<file path="config.mk">
export PLATFORM = sky130hd
export DESIGN_NAME = lif_timestep_scheduler_flat
export DESIGN_NICKNAME = d
export VERILOG_FILES = /design/src/rtl/lif_timestep_scheduler_if.sv /design/src/rtl/lif_timestep_scheduler.sv /design/src/flat_wrapper.sv
export SDC_FILE = /design/constraint.sdc
export NUM_CORES = 1
export LEC_CHECK = 0
export ABC_CLOCK_PERIOD_IN_PS = 2900
export CAP_MARGIN = 20
export CORE_ASPECT_RATIO = 0.6
export CORE_MARGIN = 5
export CORE_UTILIZATION = 52
export CTS_CLUSTER_SIZE = 8
export DETAILED_ROUTE_END_ITERATION = 16
export PLACE_DENSITY = 0.76
export SLEW_MARGIN = 20
export SYNTH_ARGS = -nofsm -noshare
export SYNTH_HDL_FRONTEND = slang
export SYNTH_SLANG_ARGS = --single-unit
</file>
<file path="constraint.sdc">
create_clock -name clk -period 2.9 [get_ports clk]
set_clock_uncertainty 0.1 [all_clocks]
set_input_delay 0.725 -clock clk [delete_from_list [all_inputs] [get_ports clk]]
set_output_delay 0.725 -clock clk [all_outputs]
set_load 0.01 [all_outputs]
</file>
<file path="src/rtl/lif_timestep_scheduler_if.sv">
// Event stream between the AXI-side event router and the timestep scheduler.
//   ev_valid      : router offers an event
//   ev_ready      : scheduler's event buffer can take it (buffer not full)
//   ev_neuron_id  : target neuron index
//   ev_weight     : synaptic weight
//   ev_excitatory : 1 excitatory, 0 inhibitory
// master = event router, slave = scheduler.
interface lif_timestep_scheduler_if #(
  parameter int NEURON_ID_WIDTH = 4,
  parameter int WEIGHT_WIDTH    = 8
);
  logic                       ev_valid;
  logic                       ev_ready;
  logic [NEURON_ID_WIDTH-1:0] ev_neuron_id;
  logic [WEIGHT_WIDTH-1:0]    ev_weight;
  logic                       ev_excitatory;

  modport master (
    output ev_valid,
    output ev_neuron_id,
    output ev_weight,
    output ev_excitatory,
    input  ev_ready
  );

  modport slave (
    input  ev_valid,
    input  ev_neuron_id,
    input  ev_weight,
    input  ev_excitatory,
    output ev_ready
  );
endinterface

</file>
<file path="src/rtl/lif_timestep_scheduler.sv">
// Buffers synaptic events and sequences a bank of parallel LIF neurons through
// one timestep per ts_start pulse: a delivery phase (one buffered event per
// cycle, one-hot enable/syn_valid with a broadcast weight) followed by a single
// leak cycle that enables every neuron with syn_valid low.
// Ports:
//   clk, rst_n     : clock, synchronous active-low reset
//   ts_start       : single-cycle request to run one timestep (ignored when busy)
//   ev             : event stream slave (valid/ready, id, weight, polarity)
//   neu_enable     : per-neuron enable (registered)
//   neu_syn_valid  : per-neuron synaptic-input strobe (registered)
//   neu_weight     : broadcast weight (registered)
//   neu_excitatory : broadcast polarity (registered)
//   busy           : high while a timestep is in progress
//   ts_done        : one-cycle pulse coinciding with the leak strobe
//   ts_count       : completed timesteps, wrapping
//   drop_count     : events discarded for an out-of-range id, saturating
//   fifo_level     : event buffer occupancy, 0..FIFO_DEPTH
module lif_timestep_scheduler #(
  parameter int NUM_NEURONS     = 16,
  parameter int NEURON_ID_WIDTH = 4,
  parameter int WEIGHT_WIDTH    = 8,
  parameter int FIFO_DEPTH      = 16,
  parameter int FIFO_ADDR_WIDTH = 4,
  parameter int CNT_WIDTH       = 16
) (
  input  logic                       clk,
  input  logic                       rst_n,
  input  logic                       ts_start,
  lif_timestep_scheduler_if.slave    ev,
  output logic [NUM_NEURONS-1:0]     neu_enable,
  output logic [NUM_NEURONS-1:0]     neu_syn_valid,
  output logic [WEIGHT_WIDTH-1:0]    neu_weight,
  output logic                       neu_excitatory,
  output logic                       busy,
  output logic                       ts_done,
  output logic [CNT_WIDTH-1:0]       ts_count,
  output logic [CNT_WIDTH-1:0]       drop_count,
  output logic [FIFO_ADDR_WIDTH:0]   fifo_level
);

  localparam int ENTRY_W = NEURON_ID_WIDTH + WEIGHT_WIDTH + 1;
  localparam logic [FIFO_ADDR_WIDTH:0]   FULL_LEVEL = (FIFO_ADDR_WIDTH+1)'(FIFO_DEPTH);
  localparam logic [FIFO_ADDR_WIDTH:0]   LEVEL_ONE  = (FIFO_ADDR_WIDTH+1)'(1);
  localparam logic [FIFO_ADDR_WIDTH-1:0] PTR_ONE    = FIFO_ADDR_WIDTH'(1);
  localparam logic [CNT_WIDTH-1:0]       CNT_ONE    = CNT_WIDTH'(1);
  localparam logic [NUM_NEURONS-1:0]     NEU_LSB    = NUM_NEURONS'(1);

  typedef enum logic [1:0] {IDLE, DRAIN, LEAK, DONE} state_t;

  state_t state, state_next;

  logic [ENTRY_W-1:0]         mem [FIFO_DEPTH];
  logic [FIFO_ADDR_WIDTH-1:0] wr_ptr, rd_ptr;
  logic [FIFO_ADDR_WIDTH:0]   level;
  logic [FIFO_ADDR_WIDTH:0]   pending;
  logic                       push, pop;
  logic [NEURON_ID_WIDTH-1:0] pop_id;
  logic [WEIGHT_WIDTH-1:0]    pop_weight;
  logic                       pop_exc;

  function automatic logic [CNT_WIDTH-1:0] sat_inc(input logic [CNT_WIDTH-1:0] v);
    return (&v) ? v : v + CNT_ONE;
  endfunction

  assign ev.ev_ready = (level != FULL_LEVEL);
  assign push        = ev.ev_valid && ev.ev_ready;
  // DRAIN is only entered with pending > 0 and pending never exceeds the
  // occupancy, so popping in DRAIN never underflows the buffer.
  assign pop         = (state == DRAIN);
  assign {pop_exc, pop_weight, pop_id} = mem[rd_ptr];

  assign busy       = (state != IDLE);
  assign fifo_level = level;

  // Event buffer storage: data only, no reset.
  always_ff @(posedge clk) begin
    if (push) mem[wr_ptr] <= {ev.ev_excitatory, ev.ev_weight, ev.ev_neuron_id};
  end

  always_ff @(posedge clk) begin
    if (!rst_n) state <= IDLE;
    else        state <= state_next;
  end

  always_comb begin
    state_next = state;
    case (state)
      IDLE:    if (ts_start) state_next = (level != '0) ? DRAIN : LEAK;
      DRAIN:   if (pending == LEVEL_ONE) state_next = LEAK;
      LEAK:    state_next = DONE;
      DONE:    state_next = IDLE;
      default: state_next = IDLE;
    endcase
  end

  // Buffer bookkeeping, pending snapshot, and the registered neuron strobes
  // for the cycle after each pop / leak decision.
  always_ff @(posedge clk) begin
    if (!rst_n) begin
      wr_ptr         <= '0;
      rd_ptr         <= '0;
      level          <= '0;
      pending        <= '0;
      neu_enable     <= '0;
      neu_syn_valid  <= '0;
      neu_weight     <= '0;
      neu_excitatory <= 1'b0;
      ts_done        <= 1'b0;
      ts_count       <= '0;
      drop_count     <= '0;
    end else begin
      if (push) wr_ptr <= wr_ptr + PTR_ONE;
      if (pop)  rd_ptr <= rd_ptr + PTR_ONE;

      case ({push, pop})
        2'b10:   level <= level + LEVEL_ONE;
        2'b01:   level <= level - LEVEL_ONE;
        default: ;
      endcase

      // The snapshot uses the registered level, so a push in the ts_start
      // cycle is left for the next timestep.
      if ((state == IDLE) && ts_start) pending <= level;
      else if (pop)                    pending <= pending - LEVEL_ONE;

      neu_enable     <= '0;
      neu_syn_valid  <= '0;
      neu_weight     <= '0;
      neu_excitatory <= 1'b0;
      ts_done        <= 1'b0;

      if (pop) begin
        if (int'(pop_id) < NUM_NEURONS) begin
          neu_enable     <= NEU_LSB << pop_id;
          neu_syn_valid  <= NEU_LSB << pop_id;
          neu_weight     <= pop_weight;
          neu_excitatory <= pop_exc;
        end else begin
          drop_count <= sat_inc(drop_count);
        end
      end

      // Leak strobe, ts_done and the new ts_count all become visible together
      // in the DONE cycle.
      if (state == LEAK) begin
        neu_enable <= '1;
        ts_done    <= 1'b1;
        ts_count   <= ts_count + CNT_ONE;
      end
    end
  end

endmodule

</file>
<file path="src/flat_wrapper.sv">
// flat-port wrapper written by rule: the top's interface ports become plain ports
module lif_timestep_scheduler_flat 
#(
  parameter int NUM_NEURONS     = 16,
  parameter int NEURON_ID_WIDTH = 4,
  parameter int WEIGHT_WIDTH    = 8,
  parameter int FIFO_DEPTH      = 16,
  parameter int FIFO_ADDR_WIDTH = 4,
  parameter int CNT_WIDTH       = 16
)
  (clk, rst_n, ts_start, neu_enable, neu_syn_valid, neu_weight, neu_excitatory, busy, ts_done, ts_count, drop_count, fifo_level, ev_ev_valid, ev_ev_neuron_id, ev_ev_weight, ev_ev_excitatory, ev_ev_ready);
  lif_timestep_scheduler_if #(.NEURON_ID_WIDTH(NEURON_ID_WIDTH), .WEIGHT_WIDTH(WEIGHT_WIDTH)) ev_i ();
  input  logic clk;
  input  logic rst_n;
  input  logic ts_start;
  output logic [NUM_NEURONS-1:0] neu_enable;
  output logic [NUM_NEURONS-1:0] neu_syn_valid;
  output logic [WEIGHT_WIDTH-1:0] neu_weight;
  output logic neu_excitatory;
  output logic busy;
  output logic ts_done;
  output logic [CNT_WIDTH-1:0] ts_count;
  output logic [CNT_WIDTH-1:0] drop_count;
  output logic [FIFO_ADDR_WIDTH:0] fifo_level;
  input wire logic [$bits(ev_i.ev_valid)-1:0] ev_ev_valid;
  input wire logic [$bits(ev_i.ev_neuron_id)-1:0] ev_ev_neuron_id;
  input wire logic [$bits(ev_i.ev_weight)-1:0] ev_ev_weight;
  input wire logic [$bits(ev_i.ev_excitatory)-1:0] ev_ev_excitatory;
  output wire logic [$bits(ev_i.ev_ready)-1:0] ev_ev_ready;
  assign ev_i.ev_valid = ev_ev_valid;
  assign ev_i.ev_neuron_id = ev_ev_neuron_id;
  assign ev_i.ev_weight = ev_ev_weight;
  assign ev_i.ev_excitatory = ev_ev_excitatory;
  assign ev_ev_ready = ev_i.ev_ready;
  lif_timestep_scheduler #(.NUM_NEURONS(NUM_NEURONS), .NEURON_ID_WIDTH(NEURON_ID_WIDTH), .WEIGHT_WIDTH(WEIGHT_WIDTH), .FIFO_DEPTH(FIFO_DEPTH), .FIFO_ADDR_WIDTH(FIFO_ADDR_WIDTH), .CNT_WIDTH(CNT_WIDTH)) u_core (.clk(clk), .rst_n(rst_n), .ts_start(ts_start), .ev(ev_i), .neu_enable(neu_enable), .neu_syn_valid(neu_syn_valid), .neu_weight(neu_weight), .neu_excitatory(neu_excitatory), .busy(busy), .ts_done(ts_done), .ts_count(ts_count), .drop_count(drop_count), .fifo_level(fifo_level));
endmodule
</file>
==> results.toml, run 1 <==
[routing]
drc = 0
vias_per_cell = 5.67
via_count = 6383
drt_iter0_drc = 582
first_pass_iters = 5
wl_um = 24700
wl_per_cell_um = 21.9
ant_nets = 0

[setup_path]
crit_required_ps = 2080
cp-end-kind = "primary output"
cp_max_fo = 3
max_stage_delay_ps = 540
worstPathArrival_ps = 1870
crit_path_cell_trace = "inv_1 -> ha_1 -> inv_1 -> clkdlybuf4s50_1"
crit_slowest_cell = "clkdlybuf4s50_1"
critPathKind = "flop to primary output"
cpMostUsedCell = "inv_1"
critPathLaunchType = "flop"

[power_and_ir_drop]
power_w = 0.0112
p_per_area_mw_per_mm2 = 815
leakagePower_nw = 4.62
vdd_drop_max_mv = 0.476

[synth]
synth_warnings = 0
post-synth-top-count-cell = "edfxtp_1"
synthArstFlopShare_pct = 0
netlist.top_cell.by_area = "edfxtp_1"
syn_inst = 673
netlist_area_mm2 = 0.0112
synth.area.top_cells = "edfxtp_1 (56%), dfxtp_1 (15%), mux4_2 (12%), nor2_1 (2.3%), ha_1 (1.7%)"
ys_ff_latch = 290
syn_avg_cell_area_um2 = 16.6
synth.top_cell.area_share_pct = 55.9
synthDistinctLibCells = 46
synth_commonest_cells = "edfxtp_1 (208), dfxtp_1 (82), nor2_1 (68)"
synth-edff-count = 208
synthFlopType = "edfxtp_1"
ys_seq_area_share_pct = 70.6

[cells_and_area]
drive_above_1_share_pct = 20.2
fillers = 1450
fin_util_pct = 65.1
synthToLayoutAreaGrowth_pct = 22.9
nets = 851
fin_area_mm2 = 0.0137
diodes = 0

[placement]
port_buffers = 81
gp_congestion = 0.837
placed_area_mm2 = 0.0125
dp_slack_ps = -74.8
hpwl_um = 15900

[outcome]
run_status = "complete, no violations"

[grt]
antenna_found_initial = 0
grt_start_max_net_pins = 37
grt_use_total_pct = 20.7
grt.overflow.total = 0
grtUsageMet1_pct = 29.2
grt_pass1_wl_um = 37900
grt_pass1_vias = 6595
grtUsageMet3_pct = 5.64
top_usage_layer = "met2"
use_met2_pct = 32.0

[floorplan]
ios = 98
rows = 41
dieWidth_um = 199
die_area_mm2 = 0.0246
initial_core_util_pct = 53.0
coreArea_mm2 = 0.0211
die_h_um = 124

[clock_tree]
cts_inserted_buffers = 42
cts_root_buffer = "clkbuf_16"
clkSinkCount = 290
cts_max_path_buffers = 3
clk_pin_slew_worst_paths_ps = 50
insertion_delay_ps = 520
h-tree-depth = 2
cts_resized = 0
cts_tree = "built"
hold_buffers = 0
cts_setup_buffers = 0

[job]
drv_cap = 0

[timing]
max_freq_ghz = 0.371
rsz0062_at_grt = "no"
finalHoldViolCount = 0
timing.slew.headroom_pct = 54.4
slew_viol_final = 0
worst_slew_pin_slew_ps = 682
layout_setup_ws_ps = 205
tns_ps = 0
setup_violations = 0
period_share_pct = 92.9
fin_crit_ps = 2690

[worst_hold_path]
hold_class = "flop to flop"
==> report_power, final <==
group / internal [W] / switching (W) / total [W]
Clock: 0.00273 / 0.00165 / 0.00438
Sequential: 0.00469 / 0.000202 / 0.00489
Combinational: 0.000995 / 0.000921 / 0.00192
==> cell usage in the layout (no fill, tap or decap), types with 10 or more instances in the layout <==
master,instances
clkdlybuf4s50_1,81
nor2_1,68
ha_1,15
o21ai_0,10
mux4_2,58
xor2_1,17
nor2b_1,14
nand4_1,11
xnor2_1,11
o21ai_1,14
clkbuf_16,43
conb_1,16
inv_1,14
mux2i_1,11
dfxtp_1,80
edfxtp_1,208
clkbuf_1,27
nand2_1,27
a21oi_1,10
buf_4,49
==> flip-flops by register name (all words and copies together) (netlist names), 2 cells and up, named ones only <==
signal                flops
u_core.neu_weight         8
u_core.ts_count          16
u_core.fifo_level         5
u_core.neu_enable        16
u_core.pending            5
u_core.state              2
u_core.mem              208
u_core.rd_ptr             4
u_core.neu_syn_valid     16
u_core.wr_ptr             4
==> logic make-up (layout without fill, tap and decap cells) <==
kind of cell | count (synthesis) | in the layout | share of synthesized area (%)
AO/OA/AOI/OAI | 52 | 52 | 3.04
adder cells (fa/ha/maj) | 15 | 15 | 1.68
XOR/XNOR | 28 | 28 | 2.20
flip-flops | 290 | 290 | 70.6
buffers and inverters | 59 | 218 | 2.95
multiplexers | 69 | 69 | 12.7
other | 1 | 16 | 0.0336
AND/OR/NAND/NOR | 159 | 159 | 6.83
==> worst paths after layout <==
kind / from / end / slack (ps) / cells after the start
hold reg to reg: u_core.state[0] / u_core.state[0] / 410 / 2
hold / removal: u_core.state[0] / u_core.state[0] / 410 / 2
setup reg to reg: u_core.fifo_level[3] / u_core.fifo_level[4] / 410 / 13
setup / recovery: u_core.state[0] / busy / 210 / 4
==> routing by layer <==
layer,wire [um],vias to the layer above
met2,11400,259
met1,10800,3261
met5,0,-
met4,496,0
met3,1980,47
li1,-,2816
==> final cells by class <==
type | count | area, um2 | share of cell area [%]
multi-input cells | 339 | 3040 | 22.1
repair buffers | 131 | 1200 | 8.73
clock inverters | 2 | 17.5 | 0.128
inverters | 15 | 56.3 | 0.410
clock buffers | 70 | 1180 | 8.58
flip-flops and latches | 290 | 7890 | 57.5
well taps | 279 | 349 | 2.54
==> worst max-delay path, delay by kind of cell (launching register included) <==
family	cells	cell delay, ps
buffers and inverters	3	740
adders and majority gates	1	240
DFF	1	370
==> per-stage QoR <==
step | hold slack [ps] | std cells
finish | 410 | 1126
global placement | 358 | 1054
detailed placement | 388 | 1054
floorplan | 349 | 688
global route | 430 | 1126
CTS | 396 | 1126
Power figures use the tool's default switching activity.
==> inputs of run 2 (changes only) <==
--- a/config.mk
+++ b/config.mk
@@ -12,6 +12,7 @@
 export CORE_UTILIZATION = 52
 export CTS_CLUSTER_SIZE = 8
 export DETAILED_ROUTE_END_ITERATION = 16
+export GPL_TIMING_DRIVEN = 0
 export PLACE_DENSITY = 0.76
 export SLEW_MARGIN = 20
 export SYNTH_ARGS = -nofsm -noshare
==> run 2 against run 1 <==
Compared with the run above: non-clock buffer count is 10 higher; register-to-register slack worse by 230 ps; core utilization is 0.69 points higher; via count is 1.3% higher; critical path depth is 8 higher; largest cell class unchanged; highest routed layer is now met5.
==> results.toml, run 2 (synthesized netlist as in run 1, its figures left out) <==
[setup_path]
cpMostUsedCell = "a21oi_1"
cp_max_fo = 10
max_stage_delay_ps = 370
cp-end-kind = "flop"
critPathKind = "flop to flop"
crit_path_cell_trace = "buf_2 -> nor4_4 -> a21boi_4 -> inv_1 -> ha_2 -> xor2_1 -> ha_1 -> a21oi_2 -> a32o_1 -> a21oi_1 -> or3_1 -> a21oi_1"
crit_slowest_cell = "nor4_4"
worstPathArrival_ps = 3070
critPathLaunchType = "flop"
reg2reg_depth = 12
crit_required_ps = 3250

[placement]
port_buffers = 81
dp.cells = 1064
gp_congestion = 0.831
hpwl_um = 16600
dp_slack_ps = -651

[cells_and_area]
fillers = 1401
diodes = 0
layout_commonest_cell = "edfxtp_1"
finalNonFillerCells = 1137
synthToLayoutAreaGrowth_pct = 24.2
nets = 861
drive_above_1_share_pct = 21.2
mostFrequentLayoutCells = "edfxtp_1 (208), dfxtp_1 (81), clkdlybuf4s50_1 (80)"
fin_util_pct = 65.8
top_register = "u_core.mem"
largest_reg_flops = 208

[grt]
grt_start_max_net_pins = 17
grt.overflow.total = 0
grt_use_total_pct = 20.6
antenna_found_initial = 1
grt_pass1_vias = 6416
grt_pass1_wl_um = 37600

[timing]
slew_viol_final = 0
fin_crit_ps = 2720
tns_ps = 0
period_share_pct = 93.9
finalHoldViolCount = 0
timing.slew.headroom_pct = 34.4
layout_setup_ws_ps = 178
setup_violations = 0
worst_slew_pin_slew_ps = 984
max_freq_ghz = 0.367

[clock_tree]
clk_pin_slew_worst_paths_ps = 50
cts_tree = "built"
clkSinkCount = 290
hold_buffers = 0
cts_inserted_buffers = 42
cts_root_buffer = "clkbuf_16"
h-tree-depth = 2
insertion_delay_ps = 530
cts_max_path_buffers = 3

[worst_hold_path]
hold_class = "flop to flop"
whs_path_depth = 2

[routing]
first_pass_iters = 5
ant_nets = 0
drc = 0
wl_um = 25000
vias_per_cell = 5.69
via_count = 6469
drt_iter0_drc = 679
wl_per_cell_um = 22.0

[power_and_ir_drop]
leakagePower_nw = 4.64
power_w = 0.0112
vdd_drop_max_mv = 0.486
p_per_area_mw_per_mm2 = 809

[floorplan]
dieWidth_um = 199
coreArea_mm2 = 0.0211
rows = 41
initial_core_util_pct = 53.0
die_area_mm2 = 0.0246
ios = 98
die_h_um = 124

[outcome]
run_status = "complete, no violations"

[job]
drv_cap = 0
-- run 2: changes by cell type in the layout (fill, tap and decap cells not counted), moves of 8 or more --
cell,change
clkbuf_1,+8
buf_8,+9
buf_4,-23
nor2_1,-12
nor2_2,+12
-- run 2: power breakdown --
group | internal, W | total, W | switching, W | leakage, nW
Sequential | 0.00468 | 0.00485 | 0.000162 | 2.55
Clock | 0.00269 | 0.00439 | 0.00169 | 0.570
Combinational | 0.000995 | 0.00199 | 0.000994 | 1.52
-- run 2: area by class of cell --
type	instances	area, um2	area share (%)
clock inverters	4	42.5	0.307
plain buffers	43	269	1.94
well taps	279	349	2.52
inverters	15	56.3	0.406
flip-flops and latches	290	7890	56.9
clock buffers	69	1150	8.31
repair buffers	98	1020	7.35
multi-input cells	339	3090	22.3
-- run 2: final timing paths --
check,end,start,slack (ps)
hold / removal,u_core.state[0],u_core.state[0],390
setup reg to reg,u_core.fifo_level[4],u_core.fifo_level[2],180
hold reg to reg,u_core.state[0],u_core.state[0],390
setup / recovery,u_core.fifo_level[4],u_core.fifo_level[2],180
-- run 2: worst max-delay path, delay by kind of cell, from the launching register on --
family                   cells  cell delay, ps
AO/OA/AOI/OAI                5             700
AND/OR/NAND/NOR              2             690
adder cells (fa/ha/maj)      2             460
flip-flops                   1             310
buffers and inverters        2             290
XOR/XNOR                     1             100
-- run 2: per-stage QoR --
step / hold WS (ps) / area, um2
6_report: 392 / 13900
5_1_grt: 427 / 13900
4_1_cts: 400 / 13900
3_5_place_dp: 393 / 12600
3_3_place_gp: 360 / 12400
2_1_floorplan: 349 / 11200
-- run 2: routing by layer --
metal | vias up | share of wire, % | track usage (%)
met3 | 43 | 9.5 | 6.67
met1 | 3289 | 43 | 30.3
met5 | - | 0.080 | 0
li1 | 2837 | - | -
met2 | 298 | 46 | 30.6
met4 | 2 | 1.4 | 4.53
-- run 2: timing repair --
item	4_1_cts	5_1_grt
endpoints found under the setup margin	4	1
hold endpoints to repair	0	0
setup buffers	0	1
pin swaps	0	1
resized for setup	3	4
==> inputs of run 3 (changes only) <==
--- a/config.mk
+++ b/config.mk
@@ -10,6 +10,7 @@
 export CORE_ASPECT_RATIO = 0.6
 export CORE_MARGIN = 5
 export CORE_UTILIZATION = 52
+export CTS_CLUSTER_DIAMETER = 150
 export CTS_CLUSTER_SIZE = 8
 export DETAILED_ROUTE_END_ITERATION = 16
 export GPL_TIMING_DRIVEN = 0
==> results of run 3 <==
No change in the layout: final DEF, timing and power equal those of run 2.
